==> src/rtl/uart_rx_fsm.sv <==
// Purpose : UART receive frame sequencer. It detects the start edge, tracks the edge and bit counters,
//           and strobes the sampler, the checkers and the deserializer at fixed edges of each bit.
// Latency : strobes are Moore decodes of the registered state. data_valid is high in the cycle after the stop bit's last edge.
// Backpressure: none. The line runs freely, so the downstream logic must take data_valid when it is raised.
//
// Ports:
//   CLK, RST               oversampling clock, async active-low reset
//   RX_IN                  serial line (idle high); only looked at in IDLE for the start edge
//   PAR_EN, Prescale       frame format, captured when a start edge is detected
//   strt_glitch, par_err,
//   stp_err                registered results from the start/parity/stop checkers
//   dat_samp_en            sampler enable, high whenever a frame is in progress
//   strt_chk_en, par_chk_en,
//   stp_chk_en, deser_en   one-cycle strobes at the mid-bit edge (P/2+2)
//   edge_cnt, bit_cnt      position inside the current bit / frame
//   data_valid             one-cycle pulse for an error-free frame
module uart_rx_fsm #(
    parameter int DATA_WIDTH = 8,
    parameter int PRESC_W    = 6,
    parameter int BIT_W      = 4
) (
    input  logic               CLK,
    input  logic               RST,
    input  logic               RX_IN,
    input  logic               PAR_EN,
    input  logic [PRESC_W-1:0] Prescale,
    input  logic               strt_glitch,
    input  logic               par_err,
    input  logic               stp_err,
    output logic               dat_samp_en,
    output logic               strt_chk_en,
    output logic               par_chk_en,
    output logic               stp_chk_en,
    output logic               deser_en,
    output logic [PRESC_W-1:0] edge_cnt,
    output logic [BIT_W-1:0]   bit_cnt,
    output logic               data_valid
);

    typedef enum logic [2:0] {
        IDLE   = 3'd0,
        START  = 3'd1,
        DATA   = 3'd2,
        PARITY = 3'd3,
        STOP   = 3'd4
    } state_t;

    state_t             state_q, state_d;
    logic [PRESC_W-1:0] edge_cnt_q, edge_cnt_d;
    logic [BIT_W-1:0]   bit_cnt_q, bit_cnt_d;
    logic [PRESC_W-1:0] presc_q, presc_d;
    logic               par_en_q, par_en_d;
    logic               data_valid_q, data_valid_d;

    logic               last_edge;
    logic               mid_edge;
    logic [PRESC_W-1:0] edge_inc;

    // The frame format is captured at the start edge, so every decode below
    // uses the captured prescale and never the live input.
    assign last_edge = (edge_cnt_q == presc_q - PRESC_W'(1));
    // The 3-tap majority result is ready two edges after the bit centre.
    assign mid_edge  = (edge_cnt_q == (presc_q >> 1) + PRESC_W'(2));
    assign edge_inc  = last_edge ? '0 : edge_cnt_q + PRESC_W'(1);

    always_ff @(posedge CLK or negedge RST) begin
        if (!RST) begin
            state_q      <= IDLE;
            edge_cnt_q   <= '0;
            bit_cnt_q    <= '0;
            presc_q      <= '0;
            par_en_q     <= 1'b0;
            data_valid_q <= 1'b0;
        end else begin
            state_q      <= state_d;
            edge_cnt_q   <= edge_cnt_d;
            bit_cnt_q    <= bit_cnt_d;
            presc_q      <= presc_d;
            par_en_q     <= par_en_d;
            data_valid_q <= data_valid_d;
        end
    end

    always_comb begin
        state_d      = state_q;
        edge_cnt_d   = edge_cnt_q;
        bit_cnt_d    = bit_cnt_q;
        presc_d      = presc_q;
        par_en_d     = par_en_q;
        data_valid_d = 1'b0;

        case (state_q)
            IDLE: begin
                edge_cnt_d = '0;
                bit_cnt_d  = '0;
                if (!RX_IN) begin
                    // The detect cycle is edge 0 of the start bit.
                    state_d    = START;
                    edge_cnt_d = PRESC_W'(1);
                    presc_d    = Prescale;
                    par_en_d   = PAR_EN;
                end
            end
            START: begin
                edge_cnt_d = edge_inc;
                if (last_edge) begin
                    if (strt_glitch) begin
                        state_d   = IDLE;
                        bit_cnt_d = '0;
                    end else begin
                        state_d   = DATA;
                        bit_cnt_d = BIT_W'(1);
                    end
                end
            end
            DATA: begin
                edge_cnt_d = edge_inc;
                if (last_edge) begin
                    bit_cnt_d = bit_cnt_q + BIT_W'(1);
                    if (bit_cnt_q == BIT_W'(DATA_WIDTH)) begin
                        state_d = par_en_q ? PARITY : STOP;
                    end
                end
            end
            PARITY: begin
                edge_cnt_d = edge_inc;
                if (last_edge) begin
                    state_d   = STOP;
                    bit_cnt_d = bit_cnt_q + BIT_W'(1);
                end
            end
            STOP: begin
                edge_cnt_d = edge_inc;
                if (last_edge) begin
                    state_d      = IDLE;
                    edge_cnt_d   = '0;
                    bit_cnt_d    = '0;
                    // The checker results are stable from mid-bit+1, so they are valid at the last edge.
                    data_valid_d = !stp_err && !(par_en_q && par_err);
                end
            end
            default: begin
                state_d    = IDLE;
                edge_cnt_d = '0;
                bit_cnt_d  = '0;
            end
        endcase
    end

    // Moore strobe decodes. An unused state drives everything low, as IDLE does.
    always_comb begin
        dat_samp_en = 1'b0;
        strt_chk_en = 1'b0;
        par_chk_en  = 1'b0;
        stp_chk_en  = 1'b0;
        deser_en    = 1'b0;
        case (state_q)
            START: begin
                dat_samp_en = 1'b1;
                strt_chk_en = mid_edge;
            end
            DATA: begin
                dat_samp_en = 1'b1;
                deser_en    = mid_edge;
            end
            PARITY: begin
                dat_samp_en = 1'b1;
                par_chk_en  = mid_edge;
            end
            STOP: begin
                dat_samp_en = 1'b1;
                stp_chk_en  = mid_edge;
            end
            default: ;
        endcase
    end

    assign edge_cnt   = edge_cnt_q;
    assign bit_cnt    = bit_cnt_q;
    assign data_valid = data_valid_q;

endmodule
==> config.mk <==
export PLATFORM = sky130hd
export DESIGN_NAME = uart_rx_fsm
export DESIGN_NICKNAME = d
export VERILOG_FILES = /design/src/rtl/uart_rx_fsm.sv
export SDC_FILE = /design/constraint.sdc
export NUM_CORES = 1
export LEC_CHECK = 0
export CORE_ASPECT_RATIO = 1.5
export CORE_MARGIN = 1
export CORE_UTILIZATION = 50
export CTS_CLUSTER_SIZE = 10
export DETAILED_ROUTE_END_ITERATION = 12
export HOLD_SLACK_MARGIN = 0.1
export PLACE_DENSITY_LB_ADDON = 0.3
export SYNTH_ARGS = -nofsm -noshare
export SYNTH_HDL_FRONTEND = slang
export SYNTH_SLANG_ARGS = --single-unit
==> constraint.sdc <==
create_clock -name CLK -period 2.7 [get_ports CLK]
set_input_delay 0.27 -clock CLK [delete_from_list [all_inputs] [get_ports CLK]]
set_output_delay 0.27 -clock CLK [all_outputs]
set_load 0.02 [all_outputs]
After elaboration in Yosys (flattened, before gate mapping)
Cells that the tools add are included.

Bitwise operators: 1. Muxes and demuxes: 25. Reduce and logical (&&, ||, !) cells: 11. Equality and inequality tests: 14. Add/subtract/negate cells: 4.

Operator list (count): 2-to-1 mux 3 bit (7); one-hot mux 6 bit (3 select lines) (1); one-hot mux 3 bit (5 select lines) (1); == test 6 bit (2); 2-to-1 mux 4 bit (3); 2-to-1 mux 6 bit (2); inequality test 2 bit, second input constant (6); one-hot mux 4 bit (3 select lines) (1); 2-to-1 mux 1 bit (9); adder 5 x 2 -> 6 bit, second input constant (1); adder 6 x 1 -> 6 bit, second input constant (1); == test 3 x 2 -> 1 bit, second input constant (2); AND reduction 6 bit (1); subtractor 6 x 1 -> 6 bit, second input constant (1); adder 4 x 1 -> 4 bit, second input constant (1); == test 4 bit, second input constant (1); OR reduction 4 bit (1); == test 3 x 1 -> 1 bit, second input constant (1); == test 3 bit, second input constant (1); zero test 3 bit (1); AND reduction 3 bit (1); OR reduction 3 bit (1); logical AND 1 bit (2); zero test 1 bit (2); other kinds (5) (5).

Register bits: 21. Logic and storage cells: 61. Output and inout bits: 16. Input port bits: 13.

Longest topological paths before layout
Gate-level depths: netlist of the first run.

Depth after elaboration: 5. Depth in mapped cells: 9. Depth with buffers taken out: 8.

Least setup slack after synthesis of the first run
Ideal clock, no wire load.

Path type: register -> output. Start point: register presc_q[2]. End point: output port deser_en. Buffers on the path: 0. Data arrival time: 2021 ps. Stages on the path, launching flop included: 7. Path slack: 409 ps. Data required time: 2430 ps. Path through: dfrtp_1 inv_1 ha_1 xor2_1 nor4_1 o21ai_0 nor4_1.

Word-level cells in the longest chain between the ends: 3.

RTL lines: start: declaration (RTL line 51) `logic [PRESC_W-1:0] presc_q, presc_d;`; start signal: assignment (RTL line 78) `presc_q <= presc_d;`; adder 5 x 2 -> 6 bit (RTL line 63) `assign mid_edge = (edge_cnt_q == (presc_q >> 1) + PRESC_W'(2));`; == test 6 bit (RTL line 63); 2-to-1 mux 1 bit (RTL line 157) `case (state_q)`; end: declaration (RTL line 34) `output logic deser_en,`.

No other way between the ends.

Final worst setup path of the first run
Start point: register presc_q[3]. End point: output port par_chk_en.

Word-level cells in the longest chain between the ends: 3.

RTL lines: adder 5 x 2 -> 6 bit (RTL line 63); == test 6 bit (RTL line 63); 2-to-1 mux 1 bit (RTL line 157); end: declaration (RTL line 32) `output logic par_chk_en,`.

No other way between the ends.

==> results of run 1 <==
[per-stage QoR]
stage	power, mW	std cells	worst slack (ps)	area [sq um]
floorplan	1.093	148	409.2	1326
global placement	1.290	196	175.4	1627
detailed placement	1.327	196	63.93	1627
CTS	1.479	200	80.61	1648
global route	1.621	200	23.10	1647
finish	1.482	200	160.2	1647
[critical path: stages, from the launching register on]
cell and delay, ps:
dfrtp_1 440, inv_1 110, ha_1 300, xor2_1 180
nor4_2 280, o21ai_1 180, nor2_1 150, dlygate4sd2_1 340
[final cells by class]
type	instances	area [sq um]
multi-input cells	109	733.2
inverters	11	41.29
well taps	24	30.03
flip-flops and latches	21	525.5
fillers	217	830.8
clock buffers	4	26.28
repair buffers	31	290.3
[cells in the mapped netlist (all sizes together), types with 2 or more instances]
cell type,count
xnor2,14
dfrtp,21
nand2,16
mux2,3
nor3,8
ha,7
clkbuf,4
o21bai,2
a2111oi,2
o21ai,12
nand3,7
nand4,2
buf,3
nor4,3
nor2,11
inv,11
xor2,7
and3,3
[layout by cell type (no fill, tap or decap), drive strengths merged, types with 3 or more instances in the layout]
cell type / count
clkdlybuf4s50: 24
dfrtp: 21
nand2: 16
xnor2: 14
o21ai: 12
inv: 11
nor2: 11
nor3: 8
xor2: 7
nand3: 7
ha: 7
clkbuf: 6
and3: 3
mux2: 3
buf: 3
nor4: 3
[logic make-up (layout without fill, tap and decap cells)]
family,Yosys count,after routing,synth area share
AND/OR/NAND/NOR,54,54,0.2010
AO/OA/AOI/OAI,24,24,0.1170
adder cells (fa/ha/maj),7,7,0.06603
XOR/XNOR,21,21,0.1387
flip-flops,21,21,0.3962
buffers and inverters,18,46,0.05566
multiplexers,3,3,0.02547
[where the power goes]
part | leakage [nW] | switching (mW) | total (mW) | internal, mW
Clock | 0.0150 | 0.0889 | 0.146 | 0.0576
Combinational | 0.408 | 0.438 | 0.806 | 0.368
Sequential | 0.276 | 0.133 | 0.530 | 0.397
Total | 0.699 | 0.660 | 1.48 | 0.823
[sequential cells by signal, indices dropped and copies added, names as in the netlist]
signal / count
par_en_q: 1
presc_q: 6
bit_cnt: 4
data_valid: 1
state_q: 3
edge_cnt: 6
[final timing paths]
kind                            start         end  slack, ps  cells after the start
max                        presc_q[3]  par_chk_en        160                      7
min                               RST  bit_cnt[3]        480                      1
max reg2reg                presc_q[2]  state_q[1]        530                      7
min reg2reg                  par_en_q  data_valid        560                      1
max in group asynchronous         RST  presc_q[3]       1660                      1
min in group CLK              stp_err  data_valid        510                      2
[routing by layer]
metal  track usage  vias to the layer above
li1              -                      564
met1        0.2712                      575
met2        0.4118                       25
met3       0.01950                        5
met4       0.08333                        0
met5             0                        -
[repair_timing]
item | in CTS | in global routing
setup endpoints to repair | 4 | 4
pin swaps | 0 | 0
resized for setup | 5 | 7
==> flow_summary.yaml, run 1 <==
outcome:
  status: "finished clean"
setup_path:
  arrival_ps: 2270
  worstSetupPathType: "flop to output port"
  cp-start-kind: "flop"
  crit_path_max_fanout: 5
  end_kind: "output port"
  required_ps: 2430
die:
  core.rowCount: 22
  die_w_um: 44.05
  die_area_sq_um: 2867
  start_util: 0.5354
  fp.dieH_um: 65.08
  coreArea_sq_um: 2477
  io_pins: 29
job:
  drv_cap: 0
clock_network:
  cts_buffers: 3
  holdBufCountCts: 0
  clk_pin_slew_ps: 100
  worstSkewPairLatency_ps: 300
  clk_path_buf_depth: 2
  cts_setup_buffers: 0
  cts_tree: "done"
  cts.sinks: 21
  h-tree-depth: 1
  ctsRootBufferMaster: "clkbuf_4"
logic_synthesis:
  ys.flop_type: "dfrtp_1"
  syn_area_sq_um: 1326
  post-synth-top-area-fraction: 0.3962
  synth_nets: 168
  ys_seq_area_frac: 0.3962
  synth_cell_type_count: 34
  synth_warnings: 0
  synth-async-reset-ratio: 1.000
  ys_ff_latch: 21
  synth_top_cell_by_area: "dfrtp_1"
  netlist_instances: 148
  synth_edf_count: 0
  synth_area_leaders: "dfrtp_1, xnor2_1, ha_1"
  avgSynthCellArea_sq_um: 8.961
sta:
  setup_viol: 0
  hold_ws_ps: 480.4
  period_share: 0.9407
  period_needed_ps: 2540
  max-slew-margin-rel: 0.3784
  skew_ps: 4.306
  fmax_mhz: 393.7
  hold_viol_final: 0
  fin_setup_tns_ps: 0
  maxSlewViolCount: 0
  rsz0062_at_grt: "false"
  worst_slew_pin_slew_ps: 929.5
routing:
  drc: 0
  topRoutingLayerUsed: "met4"
  ant_nets: 0
  detail_route.vias_per_cell: 5.845
  dr_wl_met3_um: 74
  avgRoutedWirePerCell_um: 14.34
  vias: 1169
  wl_met2_um: 1666
  drt_first_pass_iters: 4
  wirelength_um: 2868
  first_iter_violations: 27
  wl_met1_um: 1076
finish:
  finalCoreUtilization: 0.6646
  synthToLayoutAreaGrowth_pct: 24.15
  n_antenna_cell: 0
  layout-drive-gt1-share: 0.09091
  nets: 197
global_route:
  track_usage: 0.2283
  grt_pass1_wl_um: 4926
  first_global_vias: 1094
  antenna_found_initial: 0
  grt_max_degree: 22
  gr-total-overflow: 0
pwr:
  peakVddDrop_v: 0.0005268
  p_per_area_nw_per_um2: 900.3
  power.leakage_nw: 0.6993
placed_design:
  port_buffers: 28
  gp_congestion: 0.8451
  dp_hpwl_um: 2230
worst_hold_path:
  hold_path.class: "input port to async pin"
(Power assumes the default switching activity.)
==> inputs of run 2 (changes only) <==
==> constraint.sdc (replaced) <==
create_clock -name CLK -period 2.7 [get_ports CLK]
set_input_delay 0.54 -clock CLK [delete_from_list [all_inputs] [get_ports CLK]]
set_output_delay 0.54 -clock CLK [all_outputs]
set_load 0.02 [all_outputs]
==> run 2 against run 1 <==
Compared with the run above: cell count up 5.5%; clock-buffer cell count did not move; final area is 7.1% higher; flip-flop and latch count stayed put; core utilization up 4.7 points; maximum frequency fell by 3.2%; clock skew shrank 0.81 ps; combinational power up 20%; largest cell class unchanged; highest routed layer unchanged.
==> flow_summary.yaml, run 2 (synthesized netlist as in run 1, its figures left out) <==
die:
  die_w_um: 44.05
  coreArea_sq_um: 2477
  fp.dieH_um: 65.08
  core.rowCount: 22
  start_util: 0.5354
  io_pins: 29
  die_area_sq_um: 2867
routing:
  ant_nets: 0
  first_iter_violations: 17
  wirelength_um: 3219
  vias: 1213
  drt_first_pass_iters: 4
  drc: 0
  detail_route.vias_per_cell: 5.749
  avgRoutedWirePerCell_um: 15.26
finish:
  n_antenna_cell: 0
  instances_no_fill: 211
  finalCoreUtilization: 0.7121
  synthToLayoutAreaGrowth_pct: 33.02
  final_common_cell: "clkdlybuf4s50_1"
  nets: 208
  layout_common_cells: "clkdlybuf4s50_1, dfrtp_1, nand2_1"
  layout-drive-gt1-share: 0.1925
  fill_cells: 204
pwr:
  peakVddDrop_v: 0.0006222
  power.leakage_nw: 0.7594
  design_power_total_mw: 1.649
  p_per_area_nw_per_um2: 934.9
placed_design:
  placed_cells: 207
  gp_congestion: 0.9074
  dp_hpwl_um: 2367
  port_buffers: 28
sta:
  fin_setup_tns_ps: 0
  setup_viol: 0
  period_share: 0.9718
  max-slew-margin-rel: 0.4901
  fmax_mhz: 381.1
  maxSlewViolCount: 0
  period_needed_ps: 2624
  worst_slew_pin_slew_ps: 745.6
  hold_viol_final: 0
  rsz0062_at_grt: "true"
  skew_ps: 3.495
global_route:
  first_global_vias: 1244
  track_usage: 0.2696
  antenna_found_initial: 0
  gr-total-overflow: 0
  grt_max_degree: 22
  grt_pass1_wl_um: 5671
setup_path:
  cpMaxStageDelayCell: "dfrtp_1"
  ff2ff_setup_slack_ps: 600
  end_kind: "output port"
  critical_path.top_delay_family: "compound AO/OA/AOI/OAI gates"
  cp_num_buf_inv: 2
  ff2ff_path_depth: 6
  crit_path_max_fanout: 4
  cp-start-kind: "flop"
  worstSetupPathType: "flop to output port"
  r2r_end: "state_q[1]"
  required_ps: 2160
  slowest_delay_ps: 410
  rr_startpoint: "presc_q[0]"
  path_cells: "buf_6 > ha_4 > xnor2_2 > a211oi_2 > o21ai_2 > nor4_1 > buf_2"
  arrival_ps: 2080
clock_network:
  ctsRootBufferMaster: "clkbuf_4"
  cts_buffers: 3
  clk_path_buf_depth: 2
  clk_pin_slew_ps: 110
  cts.sinks: 21
  h-tree-depth: 1
  cts_tree: "done"
  worstSkewPairLatency_ps: 310
  holdBufCountCts: 0
outcome:
  status: "finished clean"
job:
  drv_cap: 0
worst_hold_path:
  hold_path.class: "input port to async pin"
run 2: routing by layer:
metal / vias to the layer above / track usage / share of wire
met5: - / 0 / 0
met4: 0 / 0.1477 / 0.033
li1: 585 / - / -
met3: 8 / 0.02228 / 0.022
met1: 598 / 0.3016 / 0.38
met2: 22 / 0.4816 / 0.56
run 2: what timing repair did:
| action | 4_1_cts | 5_1_grt |
|---|---|---|
| gates resized for setup | 15 | 12 |
| setup endpoints to repair | 4 | 4 |
| pin swaps | 2 | 3 |
| buffers inserted | 0 | 0 |
run 2: layout make-up:
type | instances | area (sq um) | area share
Multi-Input combinational cell | 109 | 772.0 | 0.4376
Sequential cell | 21 | 525.5 | 0.2979
Timing Repair Buffer | 42 | 369.1 | 0.2092
Inverter | 11 | 41.29 | 0.02340
Tap cell | 24 | 30.03 | 0.01702
Clock buffer | 4 | 26.28 | 0.01489
run 2: where the power goes:
group	total [mW]	switching, mW	internal [mW]
Sequential	0.525	0.128	0.397
Combinational	0.971	0.502	0.469
Clock	0.154	0.0958	0.0578
run 2: how the worst max path moves through the flow:
| stage | start | to | slack [ps] | depth (start not counted) |
|---|---|---|---|---|
| 6_report | presc_q[2] | deser_en | 80 | 7 |
| 5_1_grt | presc_q[4] | deser_en | -70 | 6 |
| 4_1_cts | presc_q[2] | par_chk_en | 0.7 | 9 |
| 3_5_place_dp | presc_q[2] | strt_chk_en | -180 | 9 |
| 3_3_place_gp | presc_q[3] | deser_en | -20 | 7 |
| 2_1_floorplan | presc_q[2] | deser_en | 140 | 6 |
run 2: through the flow:
| step | hold WS [ps] | cell area, sq um | setup slack (ps) |
|---|---|---|---|
| final | 553.5 | 1764 | 76.14 |
| after global routing | 591.3 | 1764 | -70.63 |
| after CTS | 550.3 | 1743 | 0.6795 |
| after detailed placement | 539.8 | 1709 | -175.2 |
| after global placement | 531.7 | 1709 | -18.49 |
| after floorplan | 244.4 | 1326 | 139.2 |
==> inputs of run 3 (changes only) <==
- CAP_MARGIN: not set -> 20
- CORE_MARGIN: 1 -> not set
- CORE_UTILIZATION: 50 -> 40
==> run 3 against run 2 <==
Compared with the run above: total power up 0.38%; clock-buffer cell count unchanged; setup slack better by 63 ps; wire length down 4.5%; combinational power down 2.9%; non-clock buffer count unchanged; maximum frequency up 2.4%.
==> flow_summary.yaml, run 3 (synthesized netlist as in run 1, its figures left out) <==
sta:
  fmax_mhz: 390.4
  rsz0062_at_grt: "false"
  period_share: 0.9486
  fin_setup_tns_ps: 0
  setup_viol: 0
  worst_slew_pin_slew_ps: 784.9
  max-slew-margin-rel: 0.4632
  maxSlewViolCount: 0
  period_needed_ps: 2561
  skew_ps: 3.172
  hold_viol_final: 0
die:
  core.rowCount: 25
  start_util: 0.4198
  coreArea_sq_um: 3159
  fp.dieH_um: 72.53
  die_w_um: 49.02
  io_pins: 29
  die_area_sq_um: 3555
routing:
  detail_route.vias_per_cell: 5.247
  vias: 1191
  wirelength_um: 3075
  ant_nets: 0
  first_iter_violations: 29
  drt_first_pass_iters: 2
  avgRoutedWirePerCell_um: 13.55
  drc: 0
placed_design:
  port_buffers: 28
  dp_hpwl_um: 2371
  gp_congestion: 0.8845
clock_network:
  holdBufCountCts: 0
  ctsRootBufferMaster: "clkbuf_8"
  cts_tree: "done"
  cts_buffers: 3
  clk_pin_slew_ps: 80
  cts.sinks: 21
  clk_path_buf_depth: 2
  h-tree-depth: 1
  worstSkewPairLatency_ps: 260
pwr:
  p_seq_frac: 0.308
  power.leakage_nw: 0.7665
  p_sw_uw: 696.2
  comb_power_share: 0.570
  p_per_area_nw_per_um2: 920.3
  p_sw_frac: 0.4205
  design_power_total_mw: 1.656
  peakVddDrop_v: 0.0007093
  clkPwrFrac: 0.123
  p_int_uw: 959.5
global_route:
  first_global_vias: 1166
  track_usage: 0.1890
  grt_pass1_wl_um: 5078
  grt_max_degree: 22
  antenna_found_initial: 0
  gr-total-overflow: 0
setup_path:
  cp_num_buf_inv: 2
  cpMaxStageDelayCell: "dfrtp_1"
  worstSetupPathType: "flop to output port"
  arrival_ps: 2020
  end_kind: "output port"
  path_cells: "buf_4 > ha_2 > nand2_1 > nor2_1 > nor3_2 > a211oi_2 > o21ai_2 > nor3_1 > clkdlybuf4s15_2"
  rr_startpoint: "presc_q[2]"
  cp-start-kind: "flop"
  slowest_delay_ps: 380
  critical_path.top_delay_family: "simple AND/OR/NAND/NOR gates"
  crit_path_max_fanout: 4
  setup.worst_path.start: "presc_q[3]"
  required_ps: 2160
finish:
  nets: 208
  n_antenna_cell: 0
  multiInputGateArea_sq_um: 757.0
  layout-drive-gt1-share: 0.1711
  register_area_sq_um: 525.5
  finalCoreUtilization: 0.5695
  layout_common_cells: "clkdlybuf4s50_1, dfrtp_1, nand2_1"
  final_common_cell: "clkdlybuf4s50_1"
  synthToLayoutAreaGrowth_pct: 35.66
  fill_cells: 287
job:
  drv_cap: 0
outcome:
  status: "finished clean"
worst_hold_path:
  min_from: "par_en_q"
  hold_path.class: "flop to flop"
[run 3: layout make-up]
cell class                 instances  area share
sequential                        21      0.2921
clock buffer                       4     0.02503
tap                               40     0.02782
timing repair buffer              42      0.2114
multi-input combinational        109      0.4207
inverter                          11     0.02295
[run 3: metrics by stage]
stage,area (sq um),cells,hold WS (ps),setup WS [ps]
floorplan,1326,148,244.4,139.2
global placement,1729,223,552.7,-26.38
detailed placement,1729,223,557.0,-119.3
CTS,1768,227,568.0,15.41
global route,1799,227,598.2,4.432
finish,1799,227,576.9,138.8
[run 3: worst paths after layout]
kind                                to  slack (ps)  depth (start not counted)
min reg2reg                 data_valid         580                          1
max                        strt_chk_en         140                          9
max reg2reg                 state_q[1]         450                          8
min                         data_valid         580                          1
min in group asynchronous   bit_cnt[1]         620                          2
max in group asynchronous  edge_cnt[3]        1860                          2
[run 3: repair_timing]
action | in CTS | in global routing
setup buffers | 0 | 0
resized for setup | 12 | 7
hold endpoints to repair | 0 | 0
setup endpoints to repair | 4 | 5
pin swaps | 0 | 2
[run 3: power groups by stage]
stage	logic, mW	clock network, mW	registers [mW]
3_5_place_dp	0.907	0	0.513
4_1_cts	0.914	0.208	0.508
6_report	0.943	0.203	0.510
2_1_floorplan	0.597	0	0.497
3_3_place_gp	0.890	0	0.510
5_1_grt	1.03	0.222	0.524
[run 3: metal layers]
metal	routed length, um	vias up	global-route usage
li1	-	586	-
met1	1259	580	0.2034
met2	1689	21	0.3611
met3	77	4	0.02096
met4	49	0	0.09150
met5	0	-	0
